### config.mk
export PLATFORM = sky130hd
export DESIGN_NAME = bsg_manycore_rocc_mem_bridge
export DESIGN_NICKNAME = d
export VERILOG_FILES = /design/src/rtl/bsg_manycore_rocc_pkg.sv /design/src/rtl/bsg_manycore_rocc_tag_alloc.sv /design/src/rtl/bsg_manycore_rocc_mem_bridge.sv
export SDC_FILE = /design/constraint.sdc
export NUM_CORES = 1
export LEC_CHECK = 0
export BUFFER_PORTS_ARGS = -buffer_cell sky130_fd_sc_hd__buf_2
export CAP_MARGIN = 10
export CORE_ASPECT_RATIO = 0.5
export CORE_MARGIN = 10
export CORE_UTILIZATION = 40
export CTS_CLUSTER_DIAMETER = 50
export CTS_CLUSTER_SIZE = 16
export DETAILED_ROUTE_END_ITERATION = 12
export PLACE_DENSITY = 0.74
export SYNTH_ARGS = -nofsm -noshare
export SYNTH_HDL_FRONTEND = slang
export SYNTH_HIERARCHICAL = 1
export SYNTH_SLANG_ARGS = --single-unit
### constraint.sdc
create_clock -name clk_i -period 6.8 [get_ports clk_i]
set_clock_uncertainty 0.15 [all_clocks]
set_input_delay 1.36 -clock clk_i [delete_from_list [all_inputs] [get_ports clk_i]]
set_output_delay 1.36 -clock clk_i [all_outputs]
set_load 0.005 [all_outputs]
### src/rtl/bsg_manycore_rocc_pkg.sv
// rtl/bsg_manycore_rocc_pkg.sv - shared types and store-piece selection for the manycore-to-Rocket bridge
package bsg_manycore_rocc_pkg;

  typedef enum logic [2:0] {
    eRoCC_mem_8bits  = 3'd0,
    eRoCC_mem_16bits = 3'd1,
    eRoCC_mem_32bits = 3'd2,
    eRoCC_mem_64bits = 3'd3
  } bsg_rocc_mem_size_e;

  typedef enum logic {
    eIdle,
    eIssue
  } bsg_rocc_bridge_state_e;

  // One Rocket store request carved out of a manycore byte mask.
  typedef struct packed {
    bsg_rocc_mem_size_e typ;
    logic [2:0]         offset;
    logic [7:0]         lanes;
  } bsg_rocc_mem_piece_s;

  // An exact naturally aligned power-of-two group (full width included) goes out as one
  // store; anything else goes out as a byte store of the lowest set lane.
  function automatic bsg_rocc_mem_piece_s pick_piece(input logic [7:0] mask, input int lg_bytes);
    bsg_rocc_mem_piece_s p;
    logic [7:0] grp;
    p.typ    = eRoCC_mem_8bits;
    p.offset = 3'd0;
    p.lanes  = 8'd0;
    for (int i = 7; i >= 0; i--) begin
      if (mask[i]) begin
        p.offset = 3'(i);
        p.lanes  = 8'd1 << i;
      end
    end
    for (int k = 1; k <= 3; k++) begin
      for (int o = 0; o < 8; o += (1 << k)) begin
        grp = 8'(((1 << (1 << k)) - 1) << o);
        if (k <= lg_bytes && mask == grp) begin
          p.typ    = bsg_rocc_mem_size_e'(3'(k));
          p.offset = 3'(o);
          p.lanes  = grp;
        end
      end
    end
    return p;
  endfunction

endpackage

### src/rtl/bsg_manycore_rocc_tag_alloc.sv
// rtl/bsg_manycore_rocc_tag_alloc.sv - free-tag bitmap with lowest-free allocation and in-flight count
module bsg_manycore_rocc_tag_alloc
  #(parameter int els_p = 4
  , localparam int tag_width_lp = (els_p > 1) ? $clog2(els_p) : 1
  , localparam int count_width_lp = $clog2(els_p + 1))
  (input  logic                      clk_i
  , input  logic                      reset_n_i
  , input  logic                      alloc_i
  , input  logic                      free_v_i
  , input  logic [tag_width_lp-1:0]   free_tag_i
  , output logic                      avail_o
  , output logic [tag_width_lp-1:0]   alloc_tag_o
  , output logic [count_width_lp-1:0] count_o
  , output logic                      illegal_free_o
  );

  logic [els_p-1:0] free_r, alloc_bit, free_bit;
  logic [(1 << tag_width_lp)-1:0] free_ext;
  logic [count_width_lp-1:0] count_r;
  logic alloc_fire, free_ok;

  always_comb begin
    alloc_tag_o = '0;
    for (int i = els_p - 1; i >= 0; i--) begin
      if (free_r[i]) alloc_tag_o = tag_width_lp'(i);
    end
  end

  // Tag codes beyond els_p read as already free, so freeing them is flagged illegal.
  always_comb begin
    free_ext = '1;
    free_ext[els_p-1:0] = free_r;
  end

  assign avail_o        = |free_r;
  assign alloc_fire     = alloc_i & avail_o;
  assign free_ok        = free_v_i & ~free_ext[free_tag_i];
  assign illegal_free_o = free_v_i & ~free_ok;
  assign alloc_bit      = alloc_fire ? (els_p'(1) << alloc_tag_o) : '0;
  assign free_bit       = free_ok ? (els_p'(1) << free_tag_i) : '0;
  assign count_o        = count_r;

  always_ff @(posedge clk_i or negedge reset_n_i) begin
    if (!reset_n_i) begin
      free_r  <= '1;
      count_r <= '0;
    end else begin
      free_r  <= (free_r & ~alloc_bit) | free_bit;
      count_r <= count_r + count_width_lp'(alloc_fire) - count_width_lp'(free_ok);
    end
  end

endmodule

### src/rtl/bsg_manycore_rocc_mem_bridge.sv
// rtl/bsg_manycore_rocc_mem_bridge.sv - tags manycore remote stores and issues them as legal Rocket stores
module bsg_manycore_rocc_mem_bridge
  import bsg_manycore_rocc_pkg::*;
  #(parameter int addr_width_p      = 26
  , parameter int data_width_p      = 32
  , parameter int rocc_addr_width_p = 40
  , parameter int rocc_data_width_p = 64
  , parameter int max_outstanding_p = 4
  , localparam int tag_width_lp   = (max_outstanding_p > 1) ? $clog2(max_outstanding_p) : 1
  , localparam int lg_bytes_lp    = $clog2(data_width_p / 8)
  , localparam int seg_width_lp   = rocc_addr_width_p - addr_width_p - lg_bytes_lp
  , localparam int mask_width_lp  = data_width_p / 8
  , localparam int count_width_lp = $clog2(max_outstanding_p + 1))
  (input  logic                         clk_i
  , input  logic                         reset_n_i
  , input  logic                         in_v_i
  , input  logic [addr_width_p-1:0]      in_addr_i
  , input  logic [data_width_p-1:0]      in_data_i
  , input  logic [mask_width_lp-1:0]     in_mask_i
  , output logic                         in_yumi_o
  , input  logic                         seg_v_i
  , input  logic [seg_width_lp-1:0]      seg_addr_i
  , output logic                         mem_req_v_o
  , output logic [rocc_addr_width_p-1:0] mem_req_addr_o
  , output logic [tag_width_lp-1:0]      mem_req_tag_o
  , output logic [2:0]                   mem_req_typ_o
  , output logic [rocc_data_width_p-1:0] mem_req_data_o
  , input  logic                         mem_req_ready_i
  , input  logic                         mem_resp_v_i
  , input  logic [tag_width_lp-1:0]      mem_resp_tag_i
  , input  logic                         fence_i
  , output logic                         fence_done_o
  , output logic                         busy_o
  , output logic [count_width_lp-1:0]    outstanding_o
  , output logic                         err_o
  );

  bsg_rocc_bridge_state_e state_r, state_n;
  logic [seg_width_lp-1:0]  seg_r;
  logic [addr_width_p-1:0]  addr_r;
  logic [data_width_p-1:0]  data_r, lane_bits;
  logic [mask_width_lp-1:0] rem_mask_r, rem_mask_next;
  bsg_rocc_mem_piece_s piece;
  logic tag_avail, hs, last_hs, illegal_free, err_r;
  logic unused_piece_bits;

  bsg_manycore_rocc_tag_alloc #(.els_p(max_outstanding_p)) tags (
    .clk_i          (clk_i),
    .reset_n_i      (reset_n_i),
    .alloc_i        (hs),
    .free_v_i       (mem_resp_v_i),
    .free_tag_i     (mem_resp_tag_i),
    .avail_o        (tag_avail),
    .alloc_tag_o    (mem_req_tag_o),
    .count_o        (outstanding_o),
    .illegal_free_o (illegal_free)
  );

  assign piece         = pick_piece(8'(rem_mask_r), lg_bytes_lp);
  assign rem_mask_next = rem_mask_r & ~piece.lanes[mask_width_lp-1:0];
  assign unused_piece_bits = ^{piece.offset, piece.lanes};

  assign mem_req_v_o = (state_r == eIssue) & tag_avail;
  assign hs          = mem_req_v_o & mem_req_ready_i;
  assign last_hs     = hs & (rem_mask_next == '0);
  // Accepting while the last piece leaves keeps back-to-back stores at one piece per cycle.
  assign in_yumi_o   = in_v_i & ~fence_i & ((state_r == eIdle) | last_hs);

  always_comb begin
    lane_bits = '0;
    for (int i = 0; i < mask_width_lp; i++) lane_bits[8*i +: 8] = {8{piece.lanes[i]}};
  end

  assign mem_req_addr_o = {seg_r, addr_r, piece.offset[lg_bytes_lp-1:0]};
  assign mem_req_typ_o  = piece.typ;
  assign mem_req_data_o = rocc_data_width_p'((data_r & lane_bits) >> {piece.offset[lg_bytes_lp-1:0], 3'b000});

  assign err_o        = err_r;
  assign busy_o       = (state_r != eIdle) | (outstanding_o != '0);
  assign fence_done_o = fence_i & (state_r == eIdle) & (outstanding_o == '0);

  always_ff @(posedge clk_i or negedge reset_n_i) begin
    if (!reset_n_i) state_r <= eIdle;
    else            state_r <= state_n;
  end

  always_comb begin
    state_n = state_r;
    case (state_r)
      eIdle:   if (in_yumi_o && in_mask_i != '0) state_n = eIssue;
      eIssue:  if (last_hs) state_n = (in_yumi_o && in_mask_i != '0) ? eIssue : eIdle;
      default: state_n = eIdle;
    endcase
  end

  always_ff @(posedge clk_i or negedge reset_n_i) begin
    if (!reset_n_i) begin
      seg_r      <= '0;
      addr_r     <= '0;
      data_r     <= '0;
      rem_mask_r <= '0;
      err_r      <= 1'b0;
    end else begin
      if (seg_v_i) seg_r <= seg_addr_i;
      if (in_yumi_o) begin
        addr_r     <= in_addr_i;
        data_r     <= in_data_i;
        rem_mask_r <= in_mask_i;
      end else if (hs) begin
        rem_mask_r <= rem_mask_next;
      end
      if (illegal_free) err_r <= 1'b1;
    end
  end

endmodule
### Word-level counts from Yosys, hierarchy flattened

Index checks and enable logic that the tools add are counted.

* bits in registers: 83
* logic and storage cells: 66

* add/subtract/negate cells: 2
* equal/unequal tests: 3
* bitwise operators: 22
* shift-type cells: 3
* reduce and logical (&&, ||, !) cells: 7
* order comparisons: 1
* mux-type cells: 20

Operators by type and width (count)
* $shr 32x5->64: 1
* $mux 10: 4
* $and 32x32->32: 1
* $mux 12: 2
* $mux 4: 4
* $mux 13: 1
* $and 1x1->1: 10
* $and 4x4->4: 2
* $eq 4x4->1 const B: 2
* $mux 2: 4
* $not 4->4: 2
* $shl 1x2->4 const A: 2
* $eq 4x2->1 const B: 1
* $logic_not 4->1: 1
* $not 1->1: 4
* $or 4x4->4: 1
* $reduce_bool 4->1: 1
* $reduce_or 4->1: 1
* $add 3x1->3: 1
* $logic_not 3->1: 1
* $lt 2x3->1 const B: 1
* $mux 1: 3
* $reduce_bool 3->1: 1
* $sub 3x1->3: 1
* other kinds (5): 6

### Logic depth before layout (Yosys ltp)

Gate-level depths: netlist (run 1).

* word-level depth: 17
* gate-level depth with buffers: 11
* gate-level depth less buffers: 11

### Modules after synthesis

The synthesis (run 1) kept the hierarchy.

By module, submodules not included
* bsg_manycore_rocc_mem_bridge: seq. area each 1901.8 um2, cells each 298, instances 1, area an instance 3667.3 um2
* bsg_manycore_rocc_tag_alloc: seq. area each 180.2 um2, cells each 36, instances 1, area an instance 404.1 um2

### Least setup slack after synthesis (run 1)

No wires, ideal clock.

* path type: input-to-output
* from: input fence_i
* to: output in_yumi_o
* path slack: 3191 ps
* required time: 5290 ps
* stages on the path: 4
* arrival: 2099 ps
* path through: nand2b_1 > a311oi_2 > buf_4 > buf_6

* word-level cells in the longest chain between the ends: 3

RTL lines
* start: declaration: RTL line bsg_manycore_rocc_mem_bridge.sv:31 `, input logic fence_i`
* $not 1->1: RTL line bsg_manycore_rocc_mem_bridge.sv:67 `assign in_yumi_o = in_v_i & ~fence_i & ((state_r == eIdle) | last_hs);`
* $and 1x1->1 (2 in series): RTL line bsg_manycore_rocc_mem_bridge.sv:67
* end: declaration: RTL line bsg_manycore_rocc_mem_bridge.sv:20 `, output logic in_yumi_o`

No other way between the ends.

### Worst setup path in the final report (run 1)

* from: register rem_mask_r[2]
* to: output mem_req_data_o[3]

* word-level cells in the longest chain between the ends: 8

RTL lines
* start: declaration: RTL line bsg_manycore_rocc_mem_bridge.sv:42 `logic [mask_width_lp-1:0] rem_mask_r, rem_mask_next;`
* start signal: assignment: RTL line bsg_manycore_rocc_mem_bridge.sv:108 `rem_mask_r <= in_mask_i;`
* start signal: assignment: RTL line bsg_manycore_rocc_mem_bridge.sv:110 `rem_mask_r <= rem_mask_next;`
* $mux 10 (3 in series): RTL line bsg_manycore_rocc_pkg.sv:32 `if (mask[i]) begin`
* $mux 12 (2 in series): RTL line bsg_manycore_rocc_pkg.sv:40 `if (k <= lg_bytes && mask == grp) begin`
* $mux 13 *: RTL line bsg_manycore_rocc_pkg.sv:40
* $and 32x32->32: RTL line bsg_manycore_rocc_mem_bridge.sv:76 `assign mem_req_data_o = rocc_data_width_p'((data_r & lane_bits) >> {piece.offset[lg_bytes_lp-1:0], 3'b000});`
* $shr 32x5->64 *: RTL line bsg_manycore_rocc_mem_bridge.sv:76
* end: declaration: RTL line bsg_manycore_rocc_mem_bridge.sv:27 `, output logic [rocc_data_width_p-1:0] mem_req_data_o`

Mark *: on every way between the ends. The rest lies on a longest branch, timed or not.

==> impl_metrics.py, run 1 <==
metrics = {
    "drt": {
        "wire_per_inst_um": 17.4,
        "via_count": 3047,
        "routed_wl_um": 11000,
        "drt-pass1-iter-count": 4,
        "drc": 0,
        "vias_per_cell": 4.81,
        "ant_nets": 0,
        "dr.first_iter.drc_count": 155,
    },
    "timing": {
        "finalHoldViolCount": 0,
        "rsz0062_at_grt": "no",
        "setup_viol": 0,
        "fmaxAchievable_mhz": 260,
        "finalCritPeriodShare": 0.566,
        "period_needed_ps": 3850,
        "slew_violations": 0,
        "max-slew-margin-rel": 0.307,
        "setup-tns-final_ps": 0,
        "tightest_slew_ps": 1040,
    },
    "clocking": {
        "root_buffer": "clkbuf_16",
        "cts_hold_repair.buffers": 0,
        "cts_buffers": 9,
        "insertion_delay_ps": 330,
        "cts_setup_buffers": 0,
        "cts.path.max_buffers": 2,
        "cts.sinks": 83,
        "cts_max_level": 3,
        "cts_resized": 0,
        "path_clk_slew_ps": 60,
        "cts_tree": "built",
    },
    "floorplanning": {
        "die_w_um": 163,
        "row_count": 25,
        "ios": 200,
        "initial_core_util": 0.421,
        "core-area_mm2": 0.00967,
        "die_h_um": 91.3,
        "fp.dieArea_mm2": 0.0149,
    },
    "synth": {
        "synth_flop_cell": "dfrtp_1",
        "syn_area_mm2": 0.00407,
        "ys_seq_area_frac": 0.511,
        "ys_warn_count": 6,
        "synthAdderAreaFrac": 0.0111,
        "synth_seq_cells": 83,
        "synth.mux.area_fraction": 0.199,
        "synth.distinct_cells": 46,
        "synth_xor_area_frac": 0.00645,
        "synth_area_per_cell_um2": 12.2,
        "async_flop_share": 1.00,
        "synth_cells": 334,
        "yosys.area_share.simple": 0.0931,
        "synth_edf_count": 0,
        "synth_compound_gate_area_share": 0.0842,
        "synth_top_family_by_area": "multiplexers",
    },
    "cells_and_area": {
        "nNetsFinal": 579,
        "synthToLayoutAreaGrowth_pct": 27.4,
        "drive_gt1_frac": 0.410,
        "final_core_util": 0.537,
        "diodes": 0,
        "stdcell_count": 633,
    },
    "placement": {
        "dp.cells": 617,
        "portBuffers": 166,
        "hpwl_um": 8400,
        "place_congestion": 0.792,
    },
    "setup_path": {
        "startpoint_type": "flop",
        "end_kind": "output pin",
        "critPathMaxFanout": 16,
        "critPathArrivalTime_ps": 2340,
        "cp.required_ps": 5290,
        "path_class": "flop to output pin",
    },
    "grt": {
        "grt_use_total": 0.141,
        "grt_pass1_wl_um": 16900,
        "grt_start_max_net_pins": 84,
        "antenna_found_initial": 0,
        "first_global_vias": 3171,
        "grt_overflow": 0,
    },
    "power": {
        "power.total_uw": 1850,
        "power_density_mw_per_mm2": 357,
        "p_leak_uw": 0.00256,
        "peakVddDrop_mv": 0.165,
    },
    "worst_hold_path": {
        "min_path_type": "flop to flop",
    },
    "status": {
        "outcome": "complete, no violations",
    },
    "job": {
        "cap_violations": 0,
    },
}
## cell families after synthesis
logic type               Yosys count
flip-flops                        83
multiplexers                      71
AND/OR/NAND/NOR                   69
buffers and inverters             59
AO/OA/AOI/OAI                     45
adder cells (fa/ha/maj)            3
XOR/XNOR                           3
other                              1
## cell usage in the layout (no fill, tap or decap), types with 8 or more instances in the layout
master	Yosys	final
a221oi_1	8	8
a22o_1	8	8
and2_1	19	19
buf_2	2	165
clkbuf_16	0	9
conb_1	1	33
dfrtp_1	79	79
inv_1	8	8
mux2_1	58	58
mux2_2	12	12
nand2_1	16	16
nor2_1	9	9
nor2b_1	9	9
o31ai_1	8	8
## through the flow
| stage | area, um2 | worst slack [ps] | hold WS, ps |
|---|---|---|---|
| global route | 5190 | 2770 | 337 |
| global placement | 4860 | 3170 | 301 |
| detailed placement | 4860 | 3150 | 308 |
| CTS | 5190 | 2910 | 322 |
| finish | 5190 | 2950 | 318 |
| floorplan | 4190 | 3190 | 308 |
## routing by layer
layer,up-vias,share of wire,track usage
li1,1431,-,-
met1,1468,0.38,0.143
met2,132,0.50,0.253
met3,16,0.11,0.0617
met4,0,0.016,0.0537
met5,-,0,0
## final cells by class
type                       count  area [um2]
clock inverter                 6        88.8
fill                         853        4480
timing repair buffer         167         841
clock buffer                  10         239
sequential                    83        2080
multi-input combinational    224        1740
tap                          135         169
inverter                       8        30.0
## Yosys cell counts, types with 2 or more instances
| cell type | instances | area share |
|---|---|---|
| a21o_1 | 2 | 0.0037 |
| a21oi_1 | 4 | 0.0049 |
| a221oi_1 | 8 | 0.017 |
| a22o_1 | 8 | 0.017 |
| and2_1 | 19 | 0.029 |
| buf_2 | 2 | 0.0025 |
| buf_4 | 34 | 0.063 |
| buf_6 | 4 | 0.011 |
| clkbuf_1 | 10 | 0.0092 |
| dfrtp_1 | 79 | 0.49 |
| dfstp_2 | 4 | 0.026 |
| ha_1 | 2 | 0.0061 |
| inv_1 | 8 | 0.0074 |
| mux2_1 | 58 | 0.16 |
| mux2_2 | 12 | 0.033 |
| nand2_1 | 16 | 0.015 |
| nand2b_1 | 3 | 0.0046 |
| nor2_1 | 9 | 0.0083 |
| nor2b_1 | 9 | 0.014 |
| nor3_1 | 2 | 0.0025 |
| o21ai_0 | 4 | 0.0049 |
| o21ai_1 | 4 | 0.0049 |
| o22a_1 | 2 | 0.0043 |
| o31ai_1 | 8 | 0.015 |
| xnor2_1 | 2 | 0.0043 |
## worst paths after layout
kind                                                 from  slack, ps                endpoint  cells after the start
worst max-delay path            rem_mask_r[2]$_DFFE_PN0P_       2950       mem_req_data_o[3]                      4
worst min-delay path                    err_o$_DFFE_PN0P_        320       err_o$_DFFE_PN0P_                      1
worst max register to register  rem_mask_r[0]$_DFFE_PN0P_       3910  data_r[18]$_DFFE_PN0P_                      4
worst min register to register          err_o$_DFFE_PN0P_        320       err_o$_DFFE_PN0P_                      1
max in group asynchronous                       reset_n_i       4770  data_r[19]$_DFFE_PN0P_                      1
min in group asynchronous                       reset_n_i       1070  addr_r[17]$_DFFE_PN0P_                      1
## where the power goes
part	switching [uW]	internal, uW	leakage [uW]
logic	239	274	0.00144
registers	143	663	0.000968
clock network	200	332	0.000155
total	582	1270	0.00256
## registers in the layout (all words and copies together), names as in the netlist
| register | flops |
|---|---|
| tags/count_o | 3 |
| state_r | 1 |
| err_o | 1 |
| tags/free_ext | 4 |
| addr_r | 26 |
| data_r | 32 |
| rem_mask_r | 4 |
| seg_r | 12 |
## critical path: stages (launching register included)
cell      delay [ps]
dfrtp_1          590
nor2b_1          680
a221oi_1         190
o31ai_1          350
buf_2            190
Power figures use the tool's default switching activity.
==> inputs of run 2 (changes only) <==
- clock period: 6.8 -> 3.75 ns (I/O delays scaled with it)
==> run 2 against run 1 <==
Global-route usage increased by 0.24 points. Core utilization decreased by 0.14 points. Sequential power increased by 80%. Count of clock-buffer cells in the layout unchanged. Die area unchanged. Critical path depth unchanged. First-iteration DRC count increased by 12%. Non-clock buffer count increased by 4. Combinational power increased by 87%. Highest routed layer unchanged.
==> impl_metrics.py, run 2 (synthesis gave the netlist of run 1 again) <==
metrics = {
    "cells_and_area": {
        "nNetsFinal": 583,
        "top_regs": "data_r (32), addr_r (26), seg_r (12)",
        "stdcell_count": 636,
        "drive_gt1_frac": 0.411,
        "top_register": "data_r",
        "largest_reg_flops": 32,
        "synthToLayoutAreaGrowth_pct": 27.1,
        "final_cell_mix": "165 x buf_2, 79 x dfrtp_1, 58 x mux2_1, 33 x conb_1, 19 x and2_1",
        "diodes": 0,
        "final_common_cell": "buf_2",
        "fillers": 856,
    },
    "clocking": {
        "cts_tree": "built",
        "cts.path.max_buffers": 2,
        "cts_resized": 0,
        "cts_setup_buffers": 0,
        "root_buffer": "clkbuf_16",
        "cts.sinks": 83,
        "cts_hold_repair.buffers": 0,
        "cts_buffers": 9,
        "insertion_delay_ps": 330,
        "path_clk_slew_ps": 60,
        "cts_max_level": 3,
    },
    "floorplanning": {
        "die_w_um": 163,
        "core-area_mm2": 0.00967,
        "fp.dieArea_mm2": 0.0149,
        "ios": 200,
        "row_count": 25,
        "initial_core_util": 0.421,
        "die_h_um": 91.3,
    },
    "placement": {
        "place_congestion": 0.778,
        "dp.cells": 621,
        "portBuffers": 166,
        "hpwl_um": 8640,
    },
    "setup_path": {
        "slowest_stage": "nor2b_1",
        "crit_path_cell_trace": "nor2b_1 > a221oi_1 > o31ai_1 > buf_2",
        "critPathMaxFanout": 16,
        "end_kind": "output pin",
        "path_delay_family": "simple AND/OR/NAND/NOR gates",
        "cp_slowest_stage_delay_ps": 700,
        "startpoint_type": "flop",
        "critPathArrivalTime_ps": 2210,
        "crit_buf_inv": 1,
        "cp.required_ps": 2850,
        "path_class": "flop to output pin",
    },
    "power": {
        "switching_share": 0.321,
        "p_leak_uw": 0.00256,
        "p_int_uw": 2220,
        "p_sw_uw": 1050,
        "clockPowerShare": 0.262,
        "power.total_uw": 3260,
        "seqPwrFrac": 0.444,
        "pwr-share-comb": 0.294,
        "peakVddDrop_mv": 0.259,
        "power_density_mw_per_mm2": 631,
    },
    "drt": {
        "ant_nets": 0,
        "dr.first_iter.drc_count": 174,
        "routed_wl_um": 11100,
        "wl_met1_um": 4210,
        "via_count": 3039,
        "met3_wirelength_um": 1210,
        "vias_per_cell": 4.78,
        "highest_layer": "met4",
        "drc": 0,
        "drt-pass1-iter-count": 4,
        "wire_per_inst_um": 17.5,
        "wl_met2_um": 5610,
    },
    "grt": {
        "grt_use_total": 0.143,
        "grt_overflow": 0,
        "grt_start_max_net_pins": 72,
        "grt_pass1_wl_um": 17100,
        "antenna_found_initial": 0,
        "first_global_vias": 3200,
    },
    "timing": {
        "setup-tns-final_ps": 0,
        "fmaxAchievable_mhz": 322,
        "setup_viol": 0,
        "finalHoldViolCount": 0,
        "rsz0062_at_grt": "no",
        "slew_violations": 0,
        "period_needed_ps": 3110,
        "finalCritPeriodShare": 0.829,
        "tightest_slew_ps": 917,
        "max-slew-margin-rel": 0.389,
    },
    "worst_hold_path": {
        "min_path_type": "flop to flop",
    },
    "job": {
        "cap_violations": 0,
    },
    "status": {
        "outcome": "complete, no violations",
    },
}
==> run 2: cell type report <==
class,count,area [um2],area share
Timing Repair Buffer,171,871,0.168
Clock inverter,5,55.1,0.0106
Inverter,8,30.0,0.00580
Sequential cell,83,2080,0.402
Clock buffer,10,229,0.0442
Tap cell,135,169,0.0326
Multi-Input combinational cell,224,1740,0.336
==> run 2: per-layer routing <==
metal | vias up | track usage
met3 | 7 | 0.0635
met2 | 138 | 0.262
met5 | - | 0
li1 | 1436 | -
met1 | 1458 | 0.147
met4 | 0 | 0.0373
==> run 2: path summary, 6_finish.rpt <==
| check | startpoint | endpoint | slack (ps) | cells past startpoint |
|---|---|---|---|---|
| max | rem_mask_r[2]$_DFFE_PN0P_ | mem_req_data_o[2] | 640 | 4 |
| min | err_o$_DFFE_PN0P_ | err_o$_DFFE_PN0P_ | 320 | 1 |
| max reg2reg | tags/free_ext[0]$_DFF_PN1_ | tags/count_o[2]$_DFF_PN0_ | 980 | 11 |
| min reg2reg | err_o$_DFFE_PN0P_ | err_o$_DFFE_PN0P_ | 320 | 1 |
| max in group asynchronous | reset_n_i | addr_r[0]$_DFFE_PN0P_ | 2390 | 2 |
| min in group asynchronous | reset_n_i | addr_r[7]$_DFFE_PN0P_ | 390 | 1 |
==> run 2: stage by stage <==
stage                      util  worst slack (ps)  hold slack [ps]  cell area, um2
after floorplan               -              1070              304            4190
after global placement    0.506               872              300            4890
after detailed placement  0.506               799              307            4890
after CTS                 0.535               638              321            5170
after global routing      0.535               461              342            5170
final                     0.535               643              317            5170
==> run 2: power by group through the flow <==
stage | Combinational (uW) | Clock, uW | Sequential (uW)
global route | 1080 | 923 | 1500
CTS | 986 | 885 | 1450
floorplan | 599 | 0 | 1390
finish | 959 | 856 | 1450
detailed placement | 982 | 0 | 1460
global placement | 955 | 0 | 1450
==> inputs of run 3 (changes only) <==
- PLACE_DENSITY: 0.74 -> 0.77
- clock period: 3.75 -> 2.51 ns (I/O delays scaled with it)
==> run 3 against run 2 <==
Clock power rose by 75%. Routed wire length rose by 6.0%. Sequential power rose by 44%. Via count rose by 5.0%. Critical endpoint is now tags/count_o[2]$_DFF_PN0_. Highest routed layer unchanged.
==> impl_metrics.py, run 3 (synthesis gave the netlist of run 1 again) <==
metrics = {
    "placement": {
        "dp.cells": 635,
        "dp_slack_ps": -199,
        "hpwl_um": 8970,
        "place_congestion": 0.799,
        "portBuffers": 166,
    },
    "floorplanning": {
        "die_h_um": 91.3,
        "ios": 200,
        "die_w_um": 163,
        "fp.dieArea_mm2": 0.0149,
        "row_count": 25,
        "initial_core_util": 0.421,
        "core-area_mm2": 0.00967,
    },
    "timing": {
        "finalCritPeriodShare": 0.999,
        "tightest_slew_ps": 799,
        "max-slew-margin-rel": 0.467,
        "fmaxAchievable_mhz": 399,
        "fin_ws_ps": 3.71,
        "period_needed_ps": 2510,
        "finalHoldViolCount": 0,
        "slew_violations": 0,
        "rsz0062_at_grt": "yes",
        "setup_viol": 0,
    },
    "cells_and_area": {
        "multi_input_area_mm2": 0.00182,
        "top_register": "data_r",
        "final_cell_mix": "166 x buf_2, 79 x dfrtp_1, 58 x mux2_1, 33 x conb_1, 20 x buf_4",
        "fillers": 830,
        "top_regs": "data_r (32), addr_r (26), seg_r (12)",
        "stdcell_count": 661,
        "register_area_mm2": 0.00208,
        "diodes": 0,
        "nNetsFinal": 607,
        "drive_gt1_frac": 0.460,
        "final_common_cell": "buf_2",
        "synthToLayoutAreaGrowth_pct": 35.8,
        "largest_reg_flops": 32,
    },
    "drt": {
        "routed_wl_um": 11800,
        "via_count": 3192,
        "dr.first_iter.drc_count": 124,
        "ant_nets": 0,
        "wl_met2_um": 5910,
        "drt-pass1-iter-count": 4,
        "wire_per_inst_um": 17.9,
        "vias_per_cell": 4.83,
        "drc": 0,
        "highest_layer": "met4",
        "wl_met1_um": 4560,
        "met3_wirelength_um": 1190,
    },
    "setup_path": {
        "critPathArrivalTime_ps": 2570,
        "rr_startpoint": "tags/free_ext[0]$_DFF_PN1_",
        "end_kind": "flop",
        "cp.required_ps": 2570,
        "crit_start": "tags/free_ext[0]$_DFF_PN1_",
        "critPathMaxFanout": 4,
        "startpoint_type": "flop",
        "rr_worst_depth": 10,
        "path_class": "flop to flop",
        "r2r-end": "tags/count_o[2]$_DFF_PN0_",
        "rrSetupSlack_ps": 4,
        "crit_end": "tags/count_o[2]$_DFF_PN0_",
    },
    "power": {
        "peakVddDrop_mv": 0.388,
        "power_density_mw_per_mm2": 963,
        "p_sw_uw": 1620,
        "p_leak_uw": 0.00273,
        "pwr-share-comb": 0.326,
        "p_int_uw": 3700,
        "clockPowerShare": 0.282,
        "seqPwrFrac": 0.393,
        "switching_share": 0.305,
    },
    "clocking": {
        "cts_tree": "built",
        "cts_buffers": 9,
        "cts.path.max_buffers": 2,
        "insertion_delay_ps": 330,
        "path_clk_slew_ps": 60,
        "cts.sinks": 83,
        "root_buffer": "clkbuf_16",
        "cts_max_level": 3,
    },
    "grt": {
        "antenna_found_initial": 0,
        "grt_use_total": 0.152,
        "grt_overflow": 0,
        "grt_pass1_wl_um": 18200,
        "first_global_vias": 3489,
        "grt_start_max_net_pins": 48,
    },
    "worst_hold_path": {
        "min_path_type": "primary input to flop",
        "worstHoldStart": "mem_resp_tag_i[1]",
    },
    "status": {
        "outcome": "complete, no violations",
    },
    "job": {
        "cap_violations": 0,
    },
}
## run 3: cell types whose count changed in the layout (fill, tap and decap cells not counted), sizes merged
cell	delta
bufinv	+2
buf	+21
clkinvlp	-1
dlygate4sd3	+1
inv	-1
clkbuf	+1
a311oi	+1
and3	+1
## run 3: through the flow
step | setup TNS (ps) | utilization | power, uW | area [um2] | hold WS [ps]
floorplan | 0 | - | 2970 | 4200 | 56.4
global placement | -5930 | 0.520 | 3660 | 5030 | 243
detailed placement | -8820 | 0.520 | 3740 | 5030 | 247
CTS | 0 | 0.561 | 5310 | 5420 | 215
global route | -137 | 0.572 | 5700 | 5530 | 224
finish | 0 | 0.572 | 5330 | 5530 | 230
## run 3: metal layers
layer  vias to the layer above  GRT usage
li1                       1487          -
met1                      1550      0.162
met2                       142      0.270
met3                        13     0.0671
met4                         0     0.0396
met5                         -          0
## run 3: power by group through the flow
| stage | Clock, uW | Combinational [uW] | Sequential (uW) |
|---|---|---|---|
| 2_1_floorplan | 0 | 896 | 2070 |
| 3_5_place_dp | 0 | 1630 | 2110 |
| 3_3_place_gp | 0 | 1570 | 2080 |
| 4_1_cts | 1540 | 1670 | 2090 |
| 6_report | 1500 | 1740 | 2090 |
| 5_1_grt | 1610 | 1930 | 2160 |
## run 3: worst min path at each step
| stage | to | slack [ps] | depth (start not counted) |
|---|---|---|---|
| final | tags/free_ext[0]$_DFF_PN1_ | 230 | 2 |
| after global routing | addr_r[3]$_DFFE_PN0P_ | 220 | 2 |
| after CTS | tags/free_ext[0]$_DFF_PN1_ | 210 | 2 |
| after detailed placement | data_r[26]$_DFFE_PN0P_ | 250 | 1 |
| after global placement | data_r[26]$_DFFE_PN0P_ | 240 | 1 |
| after floorplan | addr_r[0]$_DFFE_PN0P_ | 60 | 0 |
## run 3: what timing repair did
action / CTS / global route
hold endpoints to repair: 16 / 0
hold buffers: 1 / 0
pin swaps: 4 / 9
endpoints found under the setup margin: 74 / 33
resized for setup: 7 / 16
cloned: 1 / 2
setup buffers: 1 / 6
## run 3: area by class of cell
cell class	instances	share of cell area
inverters	8	0.00611
multi-input cells	226	0.329
flip-flops and latches	83	0.377
clock buffers	11	0.0439
well taps	135	0.0305
repair buffers	193	0.196
clock inverters	5	0.0181
## run 3: critical path: stages (launching register included)
cell	delay (ps)
dfstp_2	370
or4_4	570
buf_6	140
nand2_1	50
ha_1	210
inv_1	60
ha_2	160
inv_2	40
fa_2	360
xnor2_2	150
xnor2_1	130
